$ cat src/rtl/src_switch_pkg.sv
// Shared types and constant helpers for the click-free sample source switch.
package src_switch_pkg;

    typedef enum logic {
        PASS = 1'b0,
        MUTE = 1'b1
    } state_t;

    function automatic int clog2_min1(input int v);
        int r;
        r = 0;
        for (int i = 0; i < 32; i++) begin
            if ((64'd1 << r) < 64'(v)) r = r + 1;
        end
        return (r < 1) ? 1 : r;
    endfunction

    // Mute code: midscale for offset-binary, zero for two's complement.
    function automatic logic [63:0] mute_code(input int w, input bit obin);
        return obin ? (64'd1 << (w - 1)) : 64'd0;
    endfunction

endpackage

$ cat src/rtl/src_switch_fmt.sv
// Output format stage: passes or mutes the selected sample.
// SRC_SWITCH_OFFSET_BIN_EN selects offset-binary output with a midscale mute code.
module src_switch_fmt
    import src_switch_pkg::*;
#(
    parameter int WIDTH = 12
) (
    input  logic [WIDTH-1:0] sample,
    input  logic             mute,
    output logic [WIDTH-1:0] q,
    output logic [WIDTH-1:0] mute_val
);

`ifdef SRC_SWITCH_OFFSET_BIN_EN
    localparam logic [WIDTH-1:0] MUTE_CODE = WIDTH'(mute_code(WIDTH, 1'b1));

    always_comb begin
        mute_val = MUTE_CODE;
        q = mute ? MUTE_CODE : {~sample[WIDTH-1], sample[WIDTH-2:0]};
    end
`else
    localparam logic [WIDTH-1:0] MUTE_CODE = WIDTH'(mute_code(WIDTH, 1'b0));

    always_comb begin
        mute_val = MUTE_CODE;
        q = mute ? MUTE_CODE : sample;
    end
`endif

endmodule

$ cat src/rtl/src_switch.sv
// N-way registered sample selector that inserts MUTE_LEN muted samples on a source change.
// Optional offset-binary output via SRC_SWITCH_OFFSET_BIN_EN (see src_switch_fmt).
module src_switch
    import src_switch_pkg::*;
#(
    parameter int WIDTH    = 12,
    parameter int N_CH     = 2,
    parameter int SEL_W    = 1,
    parameter int MUTE_LEN = 4
) (
    input  logic                  clk,
    input  logic                  rst,
    input  logic                  sample_en,
    input  logic [SEL_W-1:0]      sel,
    input  logic [N_CH*WIDTH-1:0] din,
    output logic [WIDTH-1:0]      dout,
    output logic                  dout_valid,
    output logic                  busy,
    output logic [SEL_W-1:0]      cur_sel
);

    localparam int CNT_W = clog2_min1(MUTE_LEN + 1);
    localparam logic [CNT_W-1:0] CNT_LOAD =
        CNT_W'((MUTE_LEN > 0) ? MUTE_LEN - 1 : 0);

    state_t           state, state_nx;
    logic [SEL_W-1:0] pending, pending_nx, cur_nx, idx;
    logic [CNT_W-1:0] count, count_nx;
    logic             mute, legal;
    logic [WIDTH-1:0] sample, fmt_q, mute_val;

    assign legal = int'(sel) < N_CH;
    assign sample = din[int'(idx)*WIDTH +: WIDTH];
    assign busy = (state == MUTE);

    always_comb begin
        state_nx   = state;
        pending_nx = pending;
        cur_nx     = cur_sel;
        count_nx   = count;
        mute       = 1'b0;
        idx        = cur_sel;
        if (sample_en) begin
            unique case (state)
                PASS: begin
                    if (sel != cur_sel && legal) begin
                        if (MUTE_LEN == 0) begin
                            cur_nx = sel;
                            idx    = sel;
                        end else begin
                            pending_nx = sel;
                            count_nx   = CNT_LOAD;
                            mute       = 1'b1;
                            if (MUTE_LEN == 1) cur_nx = sel;
                            else state_nx = MUTE;
                        end
                    end
                end
                MUTE: begin
                    mute     = 1'b1;
                    count_nx = count - 1'b1;
                    // Last muted sample: hand over to the latched channel.
                    if (count == CNT_W'(1)) begin
                        cur_nx   = pending;
                        state_nx = PASS;
                    end
                end
                default: state_nx = PASS;
            endcase
        end
    end

    src_switch_fmt #(.WIDTH(WIDTH)) u_fmt (
        .sample   (sample),
        .mute     (mute),
        .q        (fmt_q),
        .mute_val (mute_val)
    );

    always_ff @(posedge clk) begin
        if (rst) begin
            state      <= PASS;
            pending    <= '0;
            count      <= '0;
            cur_sel    <= '0;
            dout       <= mute_val;
            dout_valid <= 1'b0;
        end else begin
            state      <= state_nx;
            pending    <= pending_nx;
            count      <= count_nx;
            cur_sel    <= cur_nx;
            dout_valid <= sample_en;
            if (sample_en) dout <= fmt_q;
        end
    end

endmodule
$ cat config.mk
export PLATFORM = sky130hd
export DESIGN_NAME = src_switch
export DESIGN_NICKNAME = d
export VERILOG_FILES = /design/src/rtl/src_switch_pkg.sv /design/src/rtl/src_switch_fmt.sv /design/src/rtl/src_switch.sv
export SDC_FILE = /design/constraint.sdc
export NUM_CORES = 1
export LEC_CHECK = 0
export CORE_MARGIN = 4
export CORE_UTILIZATION = 40
export CTS_CLUSTER_DIAMETER = 60
export DETAILED_ROUTE_END_ITERATION = 8
export GPL_ROUTABILITY_DRIVEN = 0
export GPL_TIMING_DRIVEN = 0
export PLACE_DENSITY = 0.76
export REMOVE_ABC_BUFFERS = 1
export SYNTH_ARGS = -nofsm -noshare
export SYNTH_HDL_FRONTEND = slang
export SYNTH_SLANG_ARGS = --single-unit
$ cat constraint.sdc
create_clock -name clk -period 1.7 [get_ports clk]
set_input_delay 0.34 -clock clk [delete_from_list [all_inputs] [get_ports clk]]
set_output_delay 0.34 -clock clk [all_outputs]
set_load 0.01 [all_outputs]
Yosys cells after proc, flatten, opt, wreduce, memory -nomap -nowiden --
Cells that the tools add are included.
Storage, ports and cells: output and inout bits 15, logic and storage cells 24, register bits 19, input port bits 28
Cells by class: reductions and logical operators 3, add/subtract/negate cells 1, $mul 1, shift operators 1, bitwise logic cells 1, multiplexer cells 8, equal/unequal tests 3
Operators by type and width (count):
- variable part select 24 x 6 -> 12 bit | 1
- two-way mux 12 bit | 1
- case mux 3 bit (2 select lines) | 1
- AND reduction 3 bit | 2
- case mux 1 bit (2 select lines) | 2
- equality test 3 x 1 -> 1 bit (second input constant) | 1
- multiplier 1 x 2 -> 3 bit (second input constant) | 1
- two-way mux 1 bit | 3
- two-way mux 3 bit | 1
- subtractor 3 x 1 -> 3 bit (second input constant) | 1
- != test 2 bit (second input constant) | 1
- AND reduction 2 bit | 1
- != test 1 bit | 1
- inverter 1 bit | 1

Depth between registers and ports, before layout --
Gate-level depths: netlist of run 1.
word-level depth 5, mapped depth 5, depth with buffers taken out 5

By module --
Synthesis of run 1 repeated with hierarchy kept, for this count alone.
Second synthesis, totals: cell total of the unflattened synthesis 104, area, all modules 1231.2 um^2
Modules (own cells, without submodules):
- src_switch | cells each 78, area an instance 1011.0 um^2, instances 1, seq. area each 500.5 um^2
- src_switch_fmt | cells each 26, area an instance 220.2 um^2, instances 1, seq. area each 0.0 um^2

Worst setup path before layout of run 1 --
No wires, ideal clock.
path type register to register, start point register cur_sel, end point register dout[0], path buffers 2, period minus slack after synthesis 1.328 ns, required time 1.633 ns, path slack 0.372 ns, arrival time 1.261 ns, setup time 0.067 ns, stages on the path, launching flop included 6, cell sequence dfxtp_1 -> buf_6 -> xor2_2 -> or3_4 -> buf_6 -> o21ai_2
On the way: cells in the longest elaborated chain, start to end 5, elaborated cells on any way between the ends 7, classes of those cells 1 x mul; 1 x eq/ne; 1 x shift; 4 x mux
Ends and longest elaborated chain:
- start, declared | RTL line src_switch.sv:19 | output logic [SEL_W-1:0] cur_sel
- start signal, assigned | RTL line src_switch.sv:92 | cur_sel <= cur_nx;
- branches (longest 4 deep; another with multiplier 1 x 2 -> 3 bit)
- two-way mux 12 bit * | RTL line src_switch_fmt.sv:26 | q = mute ? MUTE_CODE : sample;
- end signal, assigned | RTL line src_switch.sv:86 | dout <= mute_val;
- end signal, assigned | RTL line src_switch.sv:94 | if (sample_en) dout <= fmt_q;
- end, declared | RTL line src_switch.sv:16 | output logic [WIDTH-1:0] dout,
Mark *: on every way between the ends. A chain may end at the register's enable or synchronous reset.

Worst setup path after layout of run 1 --
start point register state, in the netlist busy, end point output port busy
RTL lines:
- start, declared | RTL line src_switch.sv:26 | state_t state, state_nx;
- start signal, assigned | RTL line src_switch.sv:89 | state <= state_nx;
- end, declared | RTL line src_switch.sv:18 | output logic busy,
No word-level cell between the ends.

==> impl_metrics.prom, run 1 <==
# TYPE chip_impl_metric gauge
chip_impl_metric{name="drtPass1Iterations",unit=""} 4
chip_impl_metric{name="mappedNetlistArea",unit="um2"} 906
chip_impl_metric{name="fp.coreArea",unit="mm2"} 0.00206
chip_impl_metric{name="grt_first_pass_wirelength",unit="um"} 3450
chip_impl_metric{name="synth.yosys.warnings",unit=""} 0
chip_impl_info{name="path_cells",value="clkdlybuf4s50_1"} 1
chip_impl_metric{name="grt_overflow",unit=""} 0
chip_impl_info{name="critical_path.top_delay_family",value="buffers and inverters"} 1
chip_impl_metric{name="average_via_count_per_standard_cell",unit=""} 5.13
chip_impl_metric{name="floorplan.io_pins",unit=""} 43
chip_impl_info{name="rsz0062_at_grt",value="false"} 1
chip_impl_metric{name="clkSlewWorstSetupHoldPaths",unit="ns"} 0.10
chip_impl_metric{name="power_leakage",unit="nW"} 0.475
chip_impl_info{name="cts-root-buf",value="clkbuf_4"} 1
chip_impl_metric{name="cts_made_buffers",unit=""} 3
chip_impl_metric{name="syn_inst",unit=""} 93
chip_impl_metric{name="ys_ff_latch",unit=""} 19
chip_impl_metric{name="cts.sink_count",unit=""} 19
chip_impl_metric{name="power-per-cell-area",unit="mW/mm2"} 645
chip_impl_metric{name="finalPower",unit="uW"} 871
chip_impl_metric{name="place_area",unit="mm2"} 0.00132
chip_impl_metric{name="n_antenna_cell",unit=""} 0
chip_impl_metric{name="timing_max_transition_violations_final",unit=""} 0
chip_impl_metric{name="timing.critical_path.required",unit="ns"} 1.36
chip_impl_metric{name="postRouteWirelength",unit="um"} 2070
chip_impl_info{name="run_status",value="completed"} 1
chip_impl_metric{name="min_period_over_period",unit=""} 0.936
chip_impl_info{name="crit_slowest_cell",value="clkdlybuf4s50_1"} 1
chip_impl_metric{name="io_buffers",unit=""} 42
chip_impl_info{name="startpoint_to_endpoint_class_of_the_critical_path",value="flop to output pin"} 1
chip_impl_metric{name="die_y",unit="um"} 55.6
chip_impl_metric{name="effective_utilization_at_floorplan",unit=""} 0.439
chip_impl_info{name="cts_tree",value="done"} 1
chip_impl_metric{name="fp.dieArea",unit="mm2"} 0.00309
chip_impl_info{name="setup.worst_path.end_class",value="output pin"} 1
chip_impl_metric{name="dp.final_hpwl",unit="um"} 1660
chip_impl_metric{name="initialDrtViolationCount",unit=""} 23
chip_impl_metric{name="grt_antenna_before_repair",unit=""} 0
chip_impl_info{name="critical_path_source_type",value="flop"} 1
chip_impl_metric{name="grt_use_total",unit=""} 0.141
chip_impl_metric{name="number_of_max_capacitance_violations_reported",unit=""} 0
chip_impl_metric{name="finalSetupViolCount",unit=""} 0
chip_impl_metric{name="time_the_worst_path_needs_with_i_o_delays_and_setup",unit="ns"} 1.59
chip_impl_metric{name="hold_violations",unit=""} 0
chip_impl_info{name="hp-class",value="flop to flop"} 1
chip_impl_metric{name="via_count",unit=""} 816
chip_impl_metric{name="worst-slew-pin-transition",unit="ns"} 0.491
chip_impl_metric{name="die_width",unit="um"} 55.6
chip_impl_metric{name="crit_path_max_incr_delay",unit="ns"} 0.55
chip_impl_metric{name="seq_area_frac_synth",unit=""} 0.420
chip_impl_metric{name="critPathMaxFanout",unit=""} 11
chip_impl_metric{name="htreeDepth",unit=""} 1
chip_impl_metric{name="finalClockSkew",unit="ns"} 0.00194
chip_impl_metric{name="highest_clock_rate",unit="MHz"} 629
chip_impl_metric{name="max_slew_margin",unit=""} 0.672
chip_impl_metric{name="wire_per_inst",unit="um"} 13.0
chip_impl_metric{name="critPathBufInv",unit=""} 1
chip_impl_metric{name="power.ir.vdd_worst",unit="V"} 0.000608
chip_impl_metric{name="synth_top_area_share",unit=""} 0.420
chip_impl_metric{name="yosysUniqueCellTypes",unit=""} 25
chip_impl_metric{name="route.detailed.drc",unit=""} 0
chip_impl_metric{name="syn2layout_area_growth",unit="%"} 49.2
chip_impl_metric{name="clk-insertion-delay-late",unit="ns"} 0.29
chip_impl_metric{name="rows",unit=""} 16
chip_impl_metric{name="final_layout_size_suffix_gt1_frac",unit=""} 0.136
chip_impl_metric{name="design.final.nets",unit=""} 163
chip_impl_metric{name="grt_max_degree",unit=""} 17
chip_impl_info{name="netlist.top_cell.by_area",value="dfxtp_1"} 1
chip_impl_metric{name="post_synth.cell_area_avg",unit="um2"} 9.74
chip_impl_metric{name="ant_nets",unit=""} 0
chip_impl_metric{name="first_global_vias",unit=""} 767
chip_impl_metric{name="fill_cells",unit=""} 164
chip_impl_metric{name="ctsLongestPathBuffers",unit=""} 2
chip_impl_info{name="biggest_area_contributors_in_the_synthesized_netlist",value="dfxtp_1 42%, mux2i_1 14%, o21ai_2 9.7%"} 1
chip_impl_metric{name="timing.critical_path.arrival",unit="ns"} 1.25
chip_impl_metric{name="fin_util",unit=""} 0.655
chip_impl_metric{name="post-route-cell-area",unit="mm2"} 0.00135
## cells in the mapped netlist
library cell	instances
nor2_1	3
o21ai_2	10
xor2_2	1
nand4b_1	1
nand2b_1	2
a31oi_1	3
a21oi_1	1
nand3b_1	2
nand3_1	1
o21a_1	3
o21ai_0	2
o31ai_1	1
ha_1	2
nand4_1	1
or3_4	1
nand2_1	12
a22oi_1	1
dfxtp_1	19
clkbuf_1	3
mux2i_1	13
o31a_1	1
nor2b_1	2
buf_2	2
inv_1	4
buf_6	2
## power breakdown
part	leakage [nW]	total [mW]	switching [mW]	internal [mW]
clock network	0.0150	0.219	0.127	0.0913
registers	0.157	0.481	0.0166	0.465
logic	0.303	0.171	0.0628	0.109
total	0.475	0.871	0.207	0.665
## path summary, 6_finish.rpt
kind / from / endpoint / slack [ns] / depth (start not counted)
max: busy / busy / 0.11 / 1
min: dout[2] / dout[2] / 0.46 / 2
max reg2reg: cur_sel / dout[7] / 0.26 / 3
min reg2reg: dout[2] / dout[2] / 0.46 / 2
## layout make-up
class	instances	area [um2]	area share
well taps	27	33.8	0.0250
clock buffers	4	26.3	0.0194
flip-flops and latches	19	388	0.287
repair buffers	42	419	0.310
inverters	4	15.0	0.0111
multi-input cells	63	469	0.347
## sequential cells by signal (all words and copies together) (netlist names)
name,count
busy,1
count,3
cur_sel,1
dout,12
dout_valid,1
pending,1
## cells by family (layout without fill, tap and decap cells)
group	count (synthesis)	in the layout	synth area share
flops	19	19	0.420
compound gates	22	22	0.185
simple gates	25	25	0.141
buf+inv	11	50	0.0649
mux	13	13	0.144
fa+ha+maj	2	2	0.0276
xor+xnor	1	1	0.0180
## placed cells by master (no fill, tap or decap)
master	n
clkdlybuf4s50_1	41
ha_1	2
clkbuf_4	3
nand2_1	12
nand3_1	1
a21oi_1	1
a22oi_1	1
dfxtp_4	2
nand3b_1	2
nand4b_1	1
dlygate4sd2_1	1
nor2_2	1
xor2_2	1
o21a_1	3
o31a_1	1
mux2i_1	13
a31oi_1	3
clkbuf_1	1
nand2b_1	2
dfxtp_1	17
o21ai_0	2
nand4_1	1
nor2b_1	2
inv_1	4
or3_4	1
o21ai_2	10
nor2_1	2
o31ai_1	1
## metal layers
metal	share of wire	up-vias	track usage	routed length [um]
met1	0.38	382	0.139	779
met4	0.011	0	0.0417	22
li1	-	400	-	-
met2	0.54	32	0.269	1120
met3	0.071	2	0.0534	147
met5	0	-	0	0
## metrics by stage
step	hold slack, ns	instances	worst slack, ns	TNS [ns]
global placement	0.436	155	-0.191	-2.38
detailed placement	0.440	155	-0.230	-2.72
global route	0.471	159	0.0496	0
finish	0.459	159	0.109	0
floorplan	0.409	86	-0.000193	-0.000385
CTS	0.463	159	0.0546	0
## timing repair
item,4_1_cts,5_1_grt
setup buffers,0,0
gates resized for setup,4,2
hold endpoints to repair,0,0
endpoints found under the setup margin,14,13
hold buffers,0,0
No activity file was read; power rests on OpenSTA's default activity.
==> run 2, diff against run 1 <==
--- a/config.mk
+++ b/config.mk
@@ -5,13 +5,15 @@
 export SDC_FILE = /design/constraint.sdc
 export NUM_CORES = 1
 export LEC_CHECK = 0
+export ABC_AREA = 1
+export CORE_ASPECT_RATIO = 1.75
 export CORE_MARGIN = 4
 export CORE_UTILIZATION = 40
 export CTS_CLUSTER_DIAMETER = 60
 export DETAILED_ROUTE_END_ITERATION = 8
 export GPL_ROUTABILITY_DRIVEN = 0
 export GPL_TIMING_DRIVEN = 0
-export PLACE_DENSITY = 0.76
+export PLACE_DENSITY = 0.75
 export REMOVE_ABC_BUFFERS = 1
 export SYNTH_ARGS = -nofsm -noshare
 export SYNTH_HDL_FRONTEND = slang
==> constraint.sdc (replaced) <==
create_clock -name clk -period 1.6 [get_ports clk]
set_input_delay 0.32 -clock clk [delete_from_list [all_inputs] [get_ports clk]]
set_output_delay 0.32 -clock clk [all_outputs]
set_load 0.01 [all_outputs]
==> impl_metrics.prom, run 2 <==
# TYPE chip_impl_metric gauge
chip_impl_info{name="run_status",value="completed"} 1
chip_impl_metric{name="ctsLongestPathBuffers",unit=""} 2
chip_impl_metric{name="first_global_vias",unit=""} 988
chip_impl_metric{name="rows",unit=""} 23
chip_impl_metric{name="finalPower",unit="mW"} 1.06
chip_impl_metric{name="finalSetupViolCount",unit=""} 0
chip_impl_metric{name="fin_worst_hold_slack",unit="ns"} 0.451
chip_impl_metric{name="route.detailed.drc",unit=""} 0
chip_impl_metric{name="largest_reg_flops",unit=""} 12
chip_impl_metric{name="grt_use_total",unit=""} 0.161
chip_impl_metric{name="syn_inst",unit=""} 139
chip_impl_info{name="cts_tree",value="done"} 1
chip_impl_metric{name="via_count",unit=""} 986
chip_impl_metric{name="grt_first_pass_wirelength",unit="um"} 3880
chip_impl_info{name="synth_top_cells_by_count",value="46 x nand2_1, 29 x nor2_1, 19 x dfxtp_1, 9 x inv_1, 8 x o21ai_1"} 1
chip_impl_metric{name="io_buffers",unit=""} 42
chip_impl_info{name="setup.worst_path.end_class",value="output pin"} 1
chip_impl_metric{name="synth_simple_gate_area_share",unit=""} 0.354
chip_impl_metric{name="design.final.nets",unit=""} 213
chip_impl_metric{name="ant_nets",unit=""} 0
chip_impl_metric{name="share_of_cell_area_taken_by_muxes_after_synthesis",unit=""} 0
chip_impl_metric{name="grt_max_degree",unit=""} 17
chip_impl_metric{name="floorplan.io_pins",unit=""} 43
chip_impl_info{name="reg_top3",value="dout: 12 flops, count: 3 flops"} 1
chip_impl_metric{name="worst-slew-pin-transition",unit="ns"} 0.506
chip_impl_metric{name="synthXorXnorAreaFrac",unit=""} 0
chip_impl_metric{name="finalClockSkew",unit="ns"} 0.00577
chip_impl_metric{name="highest_clock_rate",unit="MHz"} 657
chip_impl_metric{name="grt_overflow",unit=""} 0
chip_impl_metric{name="htreeDepth",unit=""} 1
chip_impl_info{name="layout_commonest_cell",value="nand2_1"} 1
chip_impl_metric{name="critPathMaxFanout",unit=""} 7
chip_impl_metric{name="mappedNetlistArea",unit="um2"} 946
chip_impl_metric{name="synth-edff-count",unit=""} 0
chip_impl_metric{name="clk-insertion-delay-late",unit="ns"} 0.26
chip_impl_metric{name="max_slew_margin",unit=""} 0.663
chip_impl_metric{name="yosysUniqueCellTypes",unit=""} 20
chip_impl_metric{name="fp.dieArea",unit="mm2"} 0.00324
chip_impl_metric{name="timing_max_transition_violations_final",unit=""} 0
chip_impl_metric{name="regToRegSetupSlack",unit="ns"} 0.23
chip_impl_info{name="yosys.cell_count.top_type",value="nand2_1"} 1
chip_impl_info{name="layout_common_cells",value="46 x nand2_1, 41 x clkdlybuf4s50_1, 28 x nor2_1, 17 x dfxtp_1, 9 x inv_1"} 1
chip_impl_metric{name="min_period_over_period",unit=""} 0.951
chip_impl_info{name="biggest_area_contributors_in_the_synthesized_netlist",value="dfxtp_1 40%, nand2_1 18%, nor2_1 12%"} 1
chip_impl_metric{name="post-route-cell-area",unit="mm2"} 0.00142
chip_impl_metric{name="power_leakage",unit="nW"} 0.657
chip_impl_metric{name="die_width",unit="um"} 44.8
chip_impl_info{name="synth_ff_type",value="dfxtp_1"} 1
chip_impl_metric{name="die_y",unit="um"} 72.3
chip_impl_metric{name="number_of_max_capacitance_violations_reported",unit=""} 0
chip_impl_metric{name="fp.coreArea",unit="mm2"} 0.00227
chip_impl_metric{name="cts_hold_buffers",unit=""} 0
chip_impl_metric{name="post_synth.cell_area_avg",unit="um2"} 6.81
chip_impl_metric{name="power-per-cell-area",unit="mW/mm2"} 749
chip_impl_metric{name="synth.yosys.warnings",unit=""} 0
chip_impl_metric{name="initialDrtViolationCount",unit=""} 6
chip_impl_info{name="netlist.top_cell.by_area",value="dfxtp_1"} 1
chip_impl_metric{name="post_layout_nonfiller_instances",unit=""} 207
chip_impl_metric{name="cts.sink_count",unit=""} 19
chip_impl_metric{name="ys_ff_latch",unit=""} 19
chip_impl_metric{name="layout_setup_ws",unit="ns"} 0.0786
chip_impl_metric{name="synth_compound_area_frac",unit=""} 0.111
chip_impl_info{name="crit_slowest_cell",value="clkdlybuf4s50_1"} 1
chip_impl_metric{name="final_layout_size_suffix_gt1_frac",unit=""} 0.0824
chip_impl_metric{name="place_worst_setup_slack",unit="ns"} -0.271
chip_impl_metric{name="crit_path_max_incr_delay",unit="ns"} 0.55
chip_impl_metric{name="synth-adder-area-share",unit=""} 0.0265
chip_impl_metric{name="critPathBufInv",unit=""} 1
chip_impl_info{name="worstReg2RegStart",value="cur_sel"} 1
chip_impl_metric{name="grt_antenna_before_repair",unit=""} 0
chip_impl_metric{name="wire_per_inst",unit="um"} 11.8
chip_impl_metric{name="postRouteWirelength",unit="um"} 2440
chip_impl_metric{name="place_area",unit="mm2"} 0.00134
chip_impl_info{name="reg_with_most_ffs",value="dout"} 1
chip_impl_info{name="rr_endpoint",value="dout[11]"} 1
chip_impl_info{name="critical_path.top_delay_family",value="buffers and inverters"} 1
chip_impl_metric{name="average_via_count_per_standard_cell",unit=""} 4.76
chip_impl_metric{name="effective_utilization_at_floorplan",unit=""} 0.416
chip_impl_metric{name="time_the_worst_path_needs_with_i_o_delays_and_setup",unit="ns"} 1.52
chip_impl_metric{name="total_placed_cells_including_tap_cells",unit=""} 201
chip_impl_info{name="startpoint_to_endpoint_class_of_the_critical_path",value="flop to output pin"} 1
chip_impl_metric{name="clkSlewWorstSetupHoldPaths",unit="ns"} 0.07
chip_impl_info{name="critical_path_source_type",value="flop"} 1
chip_impl_metric{name="dp.final_hpwl",unit="um"} 1830
chip_impl_metric{name="share_of_flip_flops_with_an_asynchronous_set_or_reset_after_synthesis",unit=""} 0
chip_impl_metric{name="r2r.worst_path.cells",unit=""} 5
chip_impl_metric{name="cts_made_buffers",unit=""} 3
chip_impl_metric{name="synth_top_area_share",unit=""} 0.402
chip_impl_info{name="timing.hold.worst.start",value="dout[11]"} 1
chip_impl_metric{name="syn2layout_area_growth",unit="%"} 49.7
chip_impl_metric{name="power.ir.vdd_worst",unit="V"} 0.000760
chip_impl_info{name="synth_top_family_by_area",value="simple AND/OR/NAND/NOR gates"} 1
chip_impl_info{name="cts-root-buf",value="clkbuf_8"} 1
chip_impl_info{name="path_cells",value="clkdlybuf4s50_1"} 1
chip_impl_info{name="hp-class",value="flop to flop"} 1
chip_impl_metric{name="timing.critical_path.arrival",unit="ns"} 1.20
chip_impl_metric{name="seq_area_frac_synth",unit=""} 0.402
chip_impl_metric{name="hold_violations",unit=""} 0
chip_impl_info{name="min_delay_worst_endpoint",value="dout[11]"} 1
chip_impl_info{name="rsz0062_at_grt",value="false"} 1
chip_impl_metric{name="timing.critical_path.required",unit="ns"} 1.28
chip_impl_metric{name="drtPass1Iterations",unit=""} 4
chip_impl_metric{name="hold-path-cell-count",unit=""} 2
chip_impl_metric{name="n_antenna_cell",unit=""} 0
run 2: cell types whose count changed after synthesis, sizes merged, moves of 2 or more:
cell / change
nor2b: -2
nand2b: -2
o21ai: +2
nor2: +27
nand3b: -2
clkbuf: -2
a31oi: -3
inv: +7
mux2i: -13
nand2: +34
o21a: -3
a21oi: +3
nand3: +4
run 2: power by group:
group / internal (mW) / switching, mW / total [mW]
Combinational: 0.120 / 0.0935 / 0.214
Sequential: 0.497 / 0.0179 / 0.515
Clock: 0.173 / 0.159 / 0.333
run 2: area by class of cell:
| cell class | count | area, um2 |
|---|---|---|
| Clock buffer | 3 | 41.3 |
| Clock inverter | 1 | 5.00 |
| Fill cell | 215 | 857 |
| Inverter | 11 | 41.3 |
| Multi-Input combinational cell | 104 | 475 |
| Sequential cell | 19 | 388 |
| Tap cell | 25 | 31.3 |
| Timing Repair Buffer | 44 | 434 |
run 2: worst max-delay path by stage:
stage,depth (start not counted),from,to
final,1,busy,busy
after global routing,1,busy,busy
after CTS,5,cur_sel,dout[11]
after detailed placement,4,sample_en,dout[3]
after global placement,4,sample_en,dout[11]
after floorplan,4,cur_sel,dout[0]
run 2: kinds of logic after synthesis:
group                      count (synthesis)
AOI/OAI and AO/OA                         19
buffers and inverters                     16
adders and majority gates                  2
and+or+nand+nor                           83
DFF                                       19
run 2: per-stage QoR:
step	utilization	setup TNS, ns
finish	0.623	0
global route	0.623	0
CTS	0.612	0
detailed placement	0.589	-3.03
global placement	0.589	-2.59
floorplan	-	0
run 2: timing repair:
action,CTS,global route
setup buffers,0,2
setup endpoints to repair,15,12
pin swaps,0,1
gates cloned,0,0
resized for setup,5,2
run 2: layer usage:
metal	GRT usage	up-vias	routed length, um
li1	-	520	-
met4	0.0940	0	39
met3	0.0347	4	86
met1	0.161	441	956
met2	0.290	21	1360
met5	0	-	0
